`src/rtl/prbs9_tx.sv`:
```
// PRBS9 (x^9 + x^5 + 1) transmit source with programmable-rate valid strobe and periodic error injection.
// Latency: with i_rate=R the first o_valid follows the (R+1)th enabled edge; registered outputs, no comb paths.
// Backpressure: none; the downstream checker samples o_bit/o_ref only while o_valid=1, and i_enable=0 freezes the stream.
//
// Ports:
//   clock, i_reset       : system clock, asynchronous active-high reset
//   i_enable             : run enable; low holds LFSR, divider, error phase and counters
//   i_seed_load, i_seed  : single-cycle load of a new LFSR state (0 maps to 9'h1FF)
//   i_rate               : one strobe every i_rate+1 enabled cycles
//   i_err_period         : invert one bit every i_err_period valid bits (0 = off)
//   o_bit, o_ref, o_valid: transmitted bit, clean reference bit, qualifying strobe
//   o_bit_count          : valid bits emitted since reset (wraps at 2^64)
//   o_inj_count          : inverted bits emitted since reset (wraps at 2^64)
module prbs9_tx #(
  parameter int          NB_RATE = 8,
  parameter int          NB_ERR  = 16,
  parameter logic [8:0]  SEED    = 9'h1FF
) (
  input  logic                clock,
  input  logic                i_reset,
  input  logic                i_enable,
  input  logic                i_seed_load,
  input  logic [8:0]          i_seed,
  input  logic [NB_RATE-1:0]  i_rate,
  input  logic [NB_ERR-1:0]   i_err_period,
  output logic                o_bit,
  output logic                o_ref,
  output logic                o_valid,
  output logic [63:0]         o_bit_count,
  output logic [63:0]         o_inj_count
);

  logic [8:0]         lfsr_q,    lfsr_d;
  logic [NB_RATE-1:0] div_cnt_q, div_cnt_d;
  logic [NB_ERR-1:0]  err_cnt_q, err_cnt_d;
  logic               valid_q,   valid_d;
  logic               bit_q,     bit_d;
  logic               ref_q,     ref_d;
  logic [63:0]        bit_cnt_q, bit_cnt_d;
  logic [63:0]        inj_cnt_q, inj_cnt_d;

  logic               err_on;
  logic [NB_ERR-1:0]  err_last;
  logic               inj;
  logic               fb;

  assign fb       = lfsr_q[8] ^ lfsr_q[4];
  assign err_on   = (i_err_period != '0);
  assign err_last = i_err_period - NB_ERR'(1);
  // >= rather than == keeps the phase sane if i_err_period is lowered mid-stream.
  assign inj      = err_on && (err_cnt_q >= err_last);

  always_comb begin
    lfsr_d    = lfsr_q;
    div_cnt_d = div_cnt_q;
    err_cnt_d = err_cnt_q;
    valid_d   = 1'b0;
    bit_d     = bit_q;
    ref_d     = ref_q;
    bit_cnt_d = bit_cnt_q;
    inj_cnt_d = inj_cnt_q;

    if (i_seed_load) begin
      // The all-zero state would lock the LFSR, so it is replaced by all ones.
      lfsr_d    = (i_seed == 9'd0) ? 9'h1FF : i_seed;
      div_cnt_d = '0;
      err_cnt_d = '0;
    end else if (i_enable) begin
      // >= so that lowering i_rate below the current count cannot strand the divider.
      if (div_cnt_q >= i_rate) begin
        div_cnt_d = '0;
        valid_d   = 1'b1;
        ref_d     = lfsr_q[8];
        bit_d     = lfsr_q[8] ^ inj;
        lfsr_d    = {lfsr_q[7:0], fb};
        bit_cnt_d = bit_cnt_q + 64'd1;
        if (inj) begin
          err_cnt_d = '0;
          inj_cnt_d = inj_cnt_q + 64'd1;
        end else if (err_on) begin
          err_cnt_d = err_cnt_q + NB_ERR'(1);
        end else begin
          err_cnt_d = '0;
        end
      end else begin
        div_cnt_d = div_cnt_q + NB_RATE'(1);
      end
    end
  end

  always_ff @(posedge clock or posedge i_reset) begin
    if (i_reset) begin
      lfsr_q    <= SEED;
      div_cnt_q <= '0;
      err_cnt_q <= '0;
      valid_q   <= 1'b0;
      bit_q     <= 1'b0;
      ref_q     <= 1'b0;
      bit_cnt_q <= '0;
      inj_cnt_q <= '0;
    end else begin
      lfsr_q    <= lfsr_d;
      div_cnt_q <= div_cnt_d;
      err_cnt_q <= err_cnt_d;
      valid_q   <= valid_d;
      bit_q     <= bit_d;
      ref_q     <= ref_d;
      bit_cnt_q <= bit_cnt_d;
      inj_cnt_q <= inj_cnt_d;
    end
  end

  assign o_valid     = valid_q;
  assign o_bit       = bit_q;
  assign o_ref       = ref_q;
  assign o_bit_count = bit_cnt_q;
  assign o_inj_count = inj_cnt_q;

endmodule

```
`config.mk`:
```
export PLATFORM = sky130hd
export DESIGN_NAME = prbs9_tx
export DESIGN_NICKNAME = d
export VERILOG_FILES = /design/src/rtl/prbs9_tx.sv
export SDC_FILE = /design/constraint.sdc
export NUM_CORES = 1
export LEC_CHECK = 0
export ABC_AREA = 1
export ABC_CLOCK_PERIOD_IN_PS = 5200
export CAP_MARGIN = 30
export CELL_PAD_IN_SITES_DETAIL_PLACEMENT = 1
export CELL_PAD_IN_SITES_GLOBAL_PLACEMENT = 2
export CORE_ASPECT_RATIO = 1.4
export CORE_MARGIN = 3
export CORE_UTILIZATION = 27
export CTS_CLUSTER_SIZE = 8
export DETAILED_ROUTE_END_ITERATION = 12
export PLACE_DENSITY_LB_ADDON = 0.25
export SETUP_SLACK_MARGIN = 0.15
export SLEW_MARGIN = 20
export SYNTH_ARGS = -nofsm -noshare
export SYNTH_HDL_FRONTEND = slang
export SYNTH_SLANG_ARGS = --single-unit
export TNS_END_PERCENT = 20
```
`constraint.sdc`:
```
create_clock -name clock -period 5.2 [get_ports clock]
set_clock_uncertainty 0.1 [all_clocks]
set_input_delay 1.04 -clock clock [delete_from_list [all_inputs] [get_ports clock]]
set_output_delay 1.04 -clock clock [all_outputs]
set_load 0.02 [all_outputs]
```
==> results.yml, run 1 <==
logic_synthesis:
  synth_top_area_share_pct: 33.9
  netlist_instances: 1704
  synth_nets: 1770
  syn_avg_cell_area_sq_um: 6.71
  yosysSeqAreaShare_pct: 36.0
  ys_top_cells_by_area: "dfrtp_1, nand2_1, nor2_1"
  ys_warn_count: 0
  yosys.area.top_type: "dfrtp_1"
  ys_ff_latch: 164
  syn_area_sq_um: 11400
  ys_types: 35
placement:
  place_inst: 2390
  io_buffers: 167
  pre_cts_slack_ps: 619
  gp_congestion: 0.881
  post-dp-hpwl_microns: 34000
power_and_ir_drop:
  power_density_nw_per_um2: 218
  ir_drop_mv: 0.237
  leakagePower_nw: 6.47
cts:
  clockBufferDepth: 2
  worst_skew_pair.late_latency_ps: 460
  cts_hold_buf: 0
  cts.clk_slew.worst_paths_ps: 70
  tritoncts: "done"
  clkSinkCount: 164
  cts_root_buffer: "clkbuf_16"
  cts_resized: 0
  postCtsSetupBuffers: 0
  cts_buffers: 17
  htree_levels: 4
timing:
  tightest_slew_ps: 657
  fin_crit_sh_pct: 78.1
  fin_ws_ps: 1140
  drv_slew: 0
  hold_viol: 0
  slew_headroom_pct: 56.2
  setup_viol: 0
  grt_setup_unrepaired: "no"
  fin_crit_ps: 4060
  timing.fmax_mhz: 246
  tns_ps: 0
grt:
  track_usage_pct: 19.2
  overflow: 0
  grt_pass1_wl_microns: 67800
  grt_antenna_before_repair: 0
  grt_max_degree: 83
  first_global_vias: 12000
worst_setup_path:
  rr_worst_depth: 10
  crit_arrival_ps: 4310
  crit_chain: "clkdlybuf4s50_1, inv_1, nand2_1, nor2_1, nand4_1, nor3_1, xor2_1, inv_1, ha_1, nand4_1, nor2_1, nand2_1, inv_1, nand2_1, nand2_2, nand3_4, buf_12, nand2_1, nand2_1"
  path_common_cell: "nand2_1"
  cp.required_ps: 5450
  cp-start-kind: "primary input"
  ff2ff_setup_slack_ps: 2640
  crit_type: "primary input to register"
  crit_slowest_cell: "clkdlybuf4s50_1"
  cp_slowest_stage_delay_ps: 420
  crit_path_end_kind: "register"
  cp_max_fo: 33
floorplan:
  design.core.area_sq_um: 41500
  ios: 168
  die_w_microns: 180
  dieArea_sq_um: 44900
  rows: 88
  floorplan.initialDensity_pct: 27.6
  die_y_microns: 250
route:
  viasPerCell: 4.66
  dr.pass1.iters: 4
  wl_per_cell_microns: 17.7
  drc: 0
  drtIter0Drc: 342
  wl_microns: 43000
  ant_nets: 0
  vias: 11300
final_layout:
  stdcell_count: 2423
  final_cell_mix: "nand2_1, nor2_1, clkdlybuf4s50_1, dfrtp_1, inv_1"
  num-nets-final: 1936
  seqCellArea_sq_um: 4120
  antenna_cells: 0
  final_common_cell: "nand2_1"
  nFillCells: 5202
  area_growth_pct: 25.1
  multi_input_area_sq_um: 6510
  drive_gt1_share_pct: 5.63
hold_path:
  holdPathStages: 2
  hold_path.class: "register to register"
run_status:
  outcome: "finished clean"
run:
  cap_violations: 0
-- worst max-delay path: cells and delay by family --
family        cells  cell delay [ps]
xor+xnor          1              160
fa+ha+maj         1              310
buf+inv           5              940
simple gates     12             1810
-- cell usage after synthesis --
library cell  instances
nor2_2               19
a21oi_1              13
a31oi_1               4
nor2_1              267
xnor2_1              44
o22ai_1               3
ha_1                 29
buf_2                 5
or2_2                 2
nand2_2              14
inv_1               149
o21ai_1              10
xor2_1               72
nand2_1             668
nor3_1               22
nand3_4               2
a21o_1                2
nor4_1                3
buf_4                 8
nand3_1              70
dfrtp_1             155
o21ai_0              57
buf_6                12
inv_2                 7
nand3b_1              6
nand4_2               1
dfstp_2               9
nor3_2                2
nor2_4                9
clkbuf_2              1
nand2_4               1
clkbuf_1              2
nand4_1              30
nand3_2               1
o211ai_1              5
-- per-layer routing --
| layer | routed length [microns] | GRT usage, % | share of wire, % |
|---|---|---|---|
| met4 | 1110 | 6.57 | 2.6 |
| met2 | 23200 | 36.7 | 54 |
| met1 | 17700 | 21.8 | 41 |
| met5 | 0 | 0 | 0 |
| met3 | 1020 | 2.33 | 2.4 |
-- logic make-up (layout without fill, tap and decap cells) --
logic type / count (synthesis) / count (layout) / share of synthesized area (%)
flops: 164 / 164 / 36.0
simple gates: 1117 / 1117 / 40.5
fa+ha+maj: 29 / 29 / 3.17
buf+inv: 184 / 363 / 7.15
compound gates: 94 / 94 / 4.34
xor+xnor: 116 / 116 / 8.88
-- area by class of cell --
type	count	share of cell area (%)
clock inverters	8	0.848
multi-input cells	1356	45.4
flip-flops and latches	164	28.7
clock buffers	24	3.50
well taps	540	4.72
inverters	156	4.12
repair buffers	175	12.6
-- flip-flops by register name (all words and copies together) (netlist names) --
| register | flops |
|---|---|
| o_bit_count | 64 |
| o_inj_count | 64 |
| err_cnt_q | 16 |
| lfsr_q | 9 |
| div_cnt_q | 8 |
| o_bit | 1 |
| o_ref | 1 |
| o_valid | 1 |
-- power by group --
group | internal (mW) | switching, mW
Clock | 0.819 | 0.573
Combinational | 0.139 | 0.207
Sequential | 1.32 | 0.0591
-- worst paths after layout --
| check | to | start |
|---|---|---|
| min in group asynchronous | o_inj_count[10]$_DFFE_PP0P_ | i_reset |
| setup reg to reg | o_bit_count[27]$_DFFE_PP0P_ | div_cnt_q[7]$_DFFE_PP0P_ |
| max in group asynchronous | o_bit_count[58]$_DFFE_PP0P_ | i_reset |
| hold / removal | lfsr_q[6]$_DFFE_PP1P_ | lfsr_q[6]$_DFFE_PP1P_ |
| setup / recovery | o_inj_count[36]$_DFFE_PP0P_ | i_err_period[6] |
| hold reg to reg | lfsr_q[6]$_DFFE_PP1P_ | lfsr_q[6]$_DFFE_PP1P_ |
-- per-stage QoR --
stage | total power [mW] | hold WS, ps | area [sq um] | utilization [%]
2_1_floorplan | 1.58 | 342 | 11400 | -
3_3_place_gp | 1.75 | 355 | 13700 | 32.9
3_5_place_dp | 1.76 | 371 | 13700 | 32.9
4_1_cts | 3.18 | 384 | 14300 | 34.4
5_1_grt | 3.25 | 388 | 14300 | 34.5
6_report | 3.12 | 378 | 14300 | 34.5
Power figures use the tool's default switching activity.
==> run 2, diff against run 1 <==
--- a/config.mk
+++ b/config.mk
@@ -6,7 +6,7 @@
 export NUM_CORES = 1
 export LEC_CHECK = 0
 export ABC_AREA = 1
-export ABC_CLOCK_PERIOD_IN_PS = 5200
+export ABC_CLOCK_PERIOD_IN_PS = 3300
 export CAP_MARGIN = 30
 export CELL_PAD_IN_SITES_DETAIL_PLACEMENT = 1
 export CELL_PAD_IN_SITES_GLOBAL_PLACEMENT = 2
==> constraint.sdc (replaced) <==
create_clock -name clock -period 3.3 [get_ports clock]
set_clock_uncertainty 0.1 [all_clocks]
set_input_delay 0.66 -clock clock [delete_from_list [all_inputs] [get_ports clock]]
set_output_delay 0.66 -clock clock [all_outputs]
set_load 0.02 [all_outputs]
==> results.yml, run 2 (synthesized netlist as in run 1, its figures left out) <==
run_status:
  outcome: "finished clean"
worst_setup_path:
  worst-path-stages: 21
  cp_max_fo: 8
  critPathCapture: "o_inj_count[41]$_DFFE_PP0P_"
  crit_family: "buffers and inverters"
  cp_slowest_stage_delay_ps: 320
  ff2ff_setup_slack_ps: 980
  crit_type: "primary input to register"
  path_common_cell: "buf_4"
  cp-start-kind: "primary input"
  cp.required_ps: 3580
  crit_slowest_cell: "ha_1"
  crit_start: "i_err_period[1]"
  crit_arrival_ps: 3280
  rr_worst_depth: 12
  crit_chain: "clkbuf_2, nor2_2, nand2_2, buf_4, nor2_4, nand4_1, buf_4, nor2_4, xnor2_2, ha_1, nand4_1, buf_4, inv_1, a21oi_2, nand2_2, buf_6, nand3_4, buf_12, clkbuf_16, nand2_1, nand2_1"
  crit_path_end_kind: "register"
  rr_startpoint: "div_cnt_q[7]$_DFFE_PP0P_"
  reg2reg_to: "o_inj_count[41]$_DFFE_PP0P_"
  worst-path-buf-inv: 8
floorplan:
  die_w_microns: 180
  floorplan.initialDensity_pct: 27.6
  ios: 168
  design.core.area_sq_um: 41500
  dieArea_sq_um: 44900
  rows: 88
  die_y_microns: 250
power_and_ir_drop:
  ir_drop_mv: 0.356
  sw_frac_of_total_pct: 27.0
  clockPowerShare_pct: 44.0
  seq_power_share_pct: 44.3
  finalPower_mw: 4.92
  leakagePower_nw: 6.86
  switching_power_mw: 1.33
  comb_power_share_pct: 11.8
  p_int_mw: 3.59
  power_density_nw_per_um2: 327
route:
  dr.pass1.iters: 4
  drtIter0Drc: 374
  drc: 0
  viasPerCell: 4.68
  vias: 11600
  wl_microns: 44600
  ant_nets: 0
  wl_per_cell_microns: 18.0
final_layout:
  final_cell_mix: "nand2_1, nor2_1, dfrtp_1, clkdlybuf4s50_1, inv_1"
  final_common_cell: "nand2_1"
  antenna_cells: 0
  stdcell_count: 2471
  num-nets-final: 1986
  drive_gt1_share_pct: 9.84
  final_util_pct: 36.2
  area_growth_pct: 31.4
timing:
  setup_viol: 0
  slew_headroom_pct: 63.9
  grt_setup_unrepaired: "no"
  fin_crit_sh_pct: 90.8
  fin_crit_ps: 3000
  fin_ws_ps: 302
  tns_ps: 0
  drv_slew: 0
  timing.fmax_mhz: 334
  tightest_slew_ps: 538
  hold_viol: 0
hold_path:
  holdPathStages: 2
  hold_path.class: "register to register"
cts:
  cts_root_buffer: "clkbuf_16"
  cts_hold_buf: 0
  tritoncts: "done"
  worst_skew_pair.late_latency_ps: 450
  clkSinkCount: 164
  cts.clk_slew.worst_paths_ps: 70
  clockBufferDepth: 2
  htree_levels: 4
  cts_buffers: 17
grt:
  grt_antenna_before_repair: 0
  overflow: 0
  track_usage_pct: 19.4
  first_global_vias: 12200
  grt_max_degree: 55
  grt_pass1_wl_microns: 68600
placement:
  pre_cts_slack_ps: -397
  gp_congestion: 0.870
  place_inst: 2425
  post-dp-hpwl_microns: 34400
  io_buffers: 167
run:
  cap_violations: 0
## run 2: changes by cell type in the layout (fill, tap and decap cells not counted), sizes merged
cell           delta
buf              +45
clkdlybuf4s50    -12
clkbuf            +6
dlymetal6s2s      +9
## run 2: metrics by stage
stage	cell area, sq um	hold WS, ps
6_report	15000	371
4_1_cts	14700	374
3_5_place_dp	14000	364
2_1_floorplan	11400	342
5_1_grt	15000	389
3_3_place_gp	14000	356
## run 2: how the worst min path moves through the flow
| stage | from | to | slack (ps) |
|---|---|---|---|
| after floorplan | lfsr_q[0]$_DFFE_PP1P_ | lfsr_q[0]$_DFFE_PP1P_ | 340 |
| after global placement | lfsr_q[6]$_DFFE_PP1P_ | lfsr_q[6]$_DFFE_PP1P_ | 360 |
| after detailed placement | lfsr_q[3]$_DFFE_PP1P_ | lfsr_q[3]$_DFFE_PP1P_ | 360 |
| after CTS | lfsr_q[6]$_DFFE_PP1P_ | lfsr_q[6]$_DFFE_PP1P_ | 370 |
| after global routing | lfsr_q[5]$_DFFE_PP1P_ | lfsr_q[5]$_DFFE_PP1P_ | 390 |
| final | lfsr_q[3]$_DFFE_PP1P_ | lfsr_q[3]$_DFFE_PP1P_ | 370 |
## run 2: routing by layer
| metal | vias up | part of all wire [%] | global-route usage (%) | wire [microns] |
|---|---|---|---|---|
| met4 | 0 | 3.3 | 6.26 | 1490 |
| met3 | 67 | 3.0 | 2.97 | 1320 |
| met2 | 207 | 54 | 37.3 | 24100 |
| met5 | - | 0 | 0 | 0 |
| met1 | 5574 | 40 | 21.5 | 17600 |
| li1 | 5727 | - | - | - |
## run 2: area by class of cell
type                    count  area, sq um
well taps                 540          676
multi-input cells        1356         6650
repair buffers            225         2390
clock buffers              22          484
flip-flops and latches    164         4120
clock inverters             8          125
fillers                  5199        26500
inverters                 156          589
## run 2: worst reg2reg max path, delay by kind of cell (launching register included)
kind                       cells  cell delay, ps
buffers and inverters          3             520
adders and majority gates      1             310
DFF                            1             420
and+or+nand+nor                8             870
## run 2: repair_timing
item	in CTS	in global routing
buffers inserted	3	4
pin swaps	2	24
resized for setup	11	49
cloned	1	8
setup endpoints to repair	64	80
## run 2: power by group through the flow
stage / Sequential, mW / Combinational (mW) / Clock [mW]
2_1_floorplan: 2.24 / 0.246 / 0
3_3_place_gp: 2.21 / 0.566 / 0
3_5_place_dp: 2.22 / 0.581 / 0
4_1_cts: 2.18 / 0.585 / 2.24
5_1_grt: 2.19 / 0.645 / 2.31
6_report: 2.18 / 0.580 / 2.16
==> RTL edit 1 (flow settings as in run 2) <==
The parameter `NB_ERR` goes from 16 to 8.
--- a/src/rtl/prbs9_tx.sv
+++ b/src/rtl/prbs9_tx.sv
@@ -14,5 +14,5 @@
 module prbs9_tx #(
   parameter int          NB_RATE = 8,
-  parameter int          NB_ERR  = 16,
+  parameter int          NB_ERR  = 8,
   parameter logic [8:0]  SEED    = 9'h1FF
 ) (
Interface: changed (resized i_err_period); port bits go from 168 to 160. The function was not compared with the original's and may differ.
==> RTL edit 1 against run 2 <==
- non-clock buffer count is 43 lower
- final area is 7.3% lower
- fmax is 6.3% higher
- total power is 3.7% lower
- routed wire length is 4.5% lower
- synthesized cell count is 2.1% higher
- area after synthesis is 4.0% lower
- global-route usage is 0.81 points higher
- setup slack better by 0.18 ns
- sequential cell count is 8 lower
==> RTL edit 1: results (changes against run 2) <==
Hold Path Class reg2reg; H-tree depth 4 (unchanged); Worst setup startpoint i_err_period[2]; slowest CP cell clkdlybuf4s50_1; Synth cell types 30 (-14%); Clock Tree Root clkbuf_16; GR Util All Layers 20.16% (+0.81 points); largest net degree at the start of global routing 126 (+130%); first drt pass iteration count 4 (unchanged); CTS max path bufs 2 (unchanged); IO Port Bufs 159 (-4.8%); drt total wl 42560 um (-4.5%); Final GP Congestion 0.8747 (+0.59%); post-synthesis net count 1791 (+1.2%); post-DP HPWL 33330 um (-3.1%); M3 GR Usage 2.244% (-0.73 points); CP Max Fanout 49 (+41); P_leak 6.293 nW (-8.3%); FILL cells 5075 (-2.4%); clk_lat worst skew 0.47 ns (+0.02 ns); number of global-route vias before repair 12160 (-0.50%); met1 usage 22.51% (+0.96 points); post-CTS resize count 0 (-11); first-pass GRT wire length 67570 um (-1.5%); FF-to-FF Start o_bit_count[0]; worst vdd ir 382.5 uV (+7.5%); CP peak stage delay 0.44 ns (+0.12 ns); top post-synthesis cells by count nand2_1 (735), nor2_1 (287), dfrtp_1 (147); Top delay family on crit path simple AND/OR/NAND/NOR gates; layout cells sized above 1 4.856% (-5.0 points); DRT iter0 DRCs 422 (+13%); Synth Flop Type dfrtp_1; ranking of synthesized cells by area dfrtp_1 (34%), nand2_1 (25%), nor2_1 (9.8%), o21ai_0 (6.0%), inv_1 (5.0%); number of max-cap violations 0 (unchanged); routed wire length per instance 17.42 um (-3.4%); Num CTS Buffers 17 (unchanged); status finished, final reports clean; Yosys warnings 0 (unchanged); Worst-Margin Slew 0.8356 ns (+0.2977 ns); Clock transition at path regs 0.07 ns (about the same); post-layout net count 1953 (-1.7%); DR DRC count 0 (unchanged); initial antenna violation count 0 (unchanged); # setup viols final 0 (unchanged); Vias 11540 (-0.29%); post-CTS setup buffers 0 (-3); dpl ws -0.01032 ns (+0.3864 ns); # diodes 0 (unchanged); met2 Use GR 38.47% (+1.2 points); CP arrival 3.12 ns (-0.16 ns); post-synthesis sequential area ratio 35.65% (-0.32 points); Hold Startpoint o_bit; Post-synth ARST share 100.0% (unchanged)
[RTL edit 1: cell types whose count changed after synthesis, sizes merged, moves of 5 or more]
cell / before / now
o211ai: 5 / 0
nand2: 683 / 743
ha: 29 / 22
clkbuf: 3 / 14
o21ai: 67 / 141
inv: 156 / 145
xnor2: 44 / 25
dfrtp: 155 / 147
nor2: 295 / 303
nor3: 24 / 3
xor2: 72 / 46
a21oi: 13 / 8
[RTL edit 1: worst paths after layout]
path | end | slack, ns | cells after the start
max | o_inj_count[6] | 0.48 | 13
min | o_bit | 0.39 | 2
max reg2reg | o_bit_count[32] | 0.94 | 9
min reg2reg | o_bit | 0.39 | 2
max in group asynchronous | o_inj_count[63] | 1.81 | 3
min in group asynchronous | o_inj_count[9] | 0.59 | 3
[RTL edit 1: cells by family after synthesis]
family                   Yosys count  synth area share, %
AND/OR/NAND/NOR                 1156                42.38
buffers and inverters            184                6.871
adder cells (fa/ha/maj)           22                2.507
flip-flops                       156                35.65
XOR/XNOR                          71                5.663
AO/OA/AOI/OAI                    151                6.928
[RTL edit 1: through the flow]
stage	cells	total power, mW	area [um2]	TNS, ns
finish	2443	4.736	13930	0
global route	2443	4.941	13930	0
CTS	2443	4.810	13930	0
detailed placement	2411	2.561	13300	-0.02228
global placement	2411	2.554	13300	0
floorplan	1740	2.317	10980	0
[RTL edit 1: final cells by class]
| type | instances | share of cell area, % |
|---|---|---|
| inverters | 145 | 3.934 |
| clock inverters | 13 | 1.374 |
| repair buffers | 182 | 13.29 |
| flip-flops and latches | 156 | 28.10 |
| multi-input cells | 1400 | 45.37 |
| clock buffers | 19 | 3.179 |
| well taps | 528 | 4.742 |
[RTL edit 1: routing by layer]
metal  share of wire [%]  vias to the layer above
met2                  54                      181
li1                    -                     5755
met1                  40                     5557
met3                 2.4                       49
met5                   0                        -
met4                 3.4                        0
[RTL edit 1: tightest hold or removal path, stage by stage, from the launching register on]
cell	delay (ns)
dfrtp_1	0.35
nand2_1	0.06
nand2_1	0.05
[RTL edit 1: report_power, final]
group | switching [mW] | leakage (nW) | internal [mW]
combinational | 0.274 | 3.95 | 0.185
sequential | 0.0830 | 2.05 | 1.97
clock | 0.929 | 0.300 | 1.29
total | 1.29 | 6.29 | 3.45
==> RTL edit 2 (flow settings as in run 2) <==
Made on the original files. Remove the register `valid_q`: a continuous assignment takes its place, so the output `o_valid` follows one clock earlier.
--- a/src/rtl/prbs9_tx.sv
+++ b/src/rtl/prbs9_tx.sv
@@ -94,5 +94,4 @@
       div_cnt_q <= '0;
       err_cnt_q <= '0;
-      valid_q   <= 1'b0;
       bit_q     <= 1'b0;
       ref_q     <= 1'b0;
@@ -103,5 +102,4 @@
       div_cnt_q <= div_cnt_d;
       err_cnt_q <= err_cnt_d;
-      valid_q   <= valid_d;
       bit_q     <= bit_d;
       ref_q     <= ref_d;
@@ -110,4 +108,6 @@
     end
   end
+
+  assign valid_q = valid_d;
 
   assign o_valid     = valid_q;
Function: changed (a bounded check fails within 4 cycles, from zero or initial values and one cycle with i_reset high).
==> RTL edit 2 against run 2 <==
- first-iteration DRC count increased by 0.53%
- sequential share of layout area decreased by 0.43 points
- combinational power increased by 2%
- sequential cell count decreased by 1
- total power decreased by 2.0%
- area after synthesis decreased by 0.22%
- final area increased by 0.98%
- hold slack got worse by 0.0022 ns
- count of clock-buffer cells in the layout decreased by 1
- routed wire length increased by 4.0%
- die area decreased by 0.21%
- clock power decreased by 4%
- setup slack got worse by 0.041 ns
- largest cell class unchanged
==> RTL edit 2: results (changes against run 2) <==
post-CTS resize count 9 (-2); P_leak 6.946 nW (+1.2%); Synth Flop Type dfrtp_1; first-pass GRT wire length 69480 um (+1.2%); Finished Layout Cells 2486 (+0.61%); FILL cells 5187 (-0.23%); IO Port Bufs 167 (unchanged); layout cells sized above 1 10.12% (+0.28 points); placed cells 2429 (+0.16%); Placement Cell Area 14020 um2 (+0.16%); post-synthesis sequential area ratio 35.83% (-0.14 points); status finished, final reports clean; P_int 3.459 mW (-3.7%); post-synthesis net count 1769 (-0.056%); DR DRC count 0 (unchanged); average size of a mapped cell 6.703 um2 (-0.16%); largest net degree at the start of global routing 54 (-1.8%); Final GP Congestion 0.8664 (-0.37%); Synth cell types 35 (unchanged); Vias 11710 (+1.2%); max_slew headroom 64.35% (+0.48 points); CP arrival 3.32 ns (+0.04 ns); Post-synth ARST share 100.0% (unchanged); post-CTS setup buffers 5 (+2); post-layout net count 1999 (+0.65%); sequential cell area 4090 um2 (-0.61%); Top delay family on crit path simple AND/OR/NAND/NOR gates; post-synthesis adder-cell area fraction 3.179% (+0.0070 points); # setup viols final 0 (unchanged); Sw Share 28.25% (+1.2 points); comb pwr 0.590 mW (+2%); routed wire length per instance 18.64 um (+3.4%); clk_lat worst skew 0.45 ns (about the same); CP peak stage delay 0.28 ns (-0.04 ns); DRT iter0 DRCs 376 (+0.53%); post-DP HPWL 34890 um (+1.4%); top post-synthesis cells by count nand2_1 (668), nor2_1 (267), dfrtp_1 (154); ranking of synthesized cells by area dfrtp_1 (34%), nand2_1 (22%), nor2_1 (8.8%), xor2_1 (5.5%), inv_1 (4.9%); Clock transition at path regs 0.07 ns (about the same); worst vdd ir 342.5 uV (-3.7%); Compound-Gate Fraction of Synth Area 4.352% (+0.0095 points); mux contribution to synthesized area 0% (unchanged); sequential power share 44.9% (+0.6 points); initial antenna violation count 0 (unchanged); xor and xnor area share after synthesis 8.901% (+0.019 points); GR Util All Layers 19.55% (+0.20 points); dpl ws -0.4259 ns (-0.02916 ns); Hold Path Class reg2reg
[RTL edit 2: per-layer routing]
metal / wire (um) / track usage (%) / vias to the layer above
li1: - / - / 5757
met4: 1682 / 7.253 / 0
met2: 25410 / 37.46 / 202
met1: 18120 / 21.84 / 5683
met5: 0 / 0 / -
met3: 1131 / 2.498 / 67
[RTL edit 2: worst paths after layout]
kind	startpoint	endpoint	slack, ns	depth (start not counted)
max	i_err_period[4]	o_inj_count[0]	0.26	20
min	lfsr_q[0]	lfsr_q[0]	0.37	2
max reg2reg	div_cnt_q[7]	o_inj_count[5]	0.97	12
min reg2reg	lfsr_q[0]	lfsr_q[0]	0.37	2
max in group asynchronous	i_reset	o_bit_count[10]	1.94	3
min in group asynchronous	i_reset	o_inj_count[2]	0.51	2
[RTL edit 2: cell type report]
cell class | count | share of cell area (%)
clock inverter | 11 | 0.8490
timing repair buffer | 239 | 17.17
clock buffer | 21 | 2.967
sequential | 163 | 26.95
inverter | 156 | 3.915
tap | 540 | 4.451
multi-input combinational | 1356 | 43.70
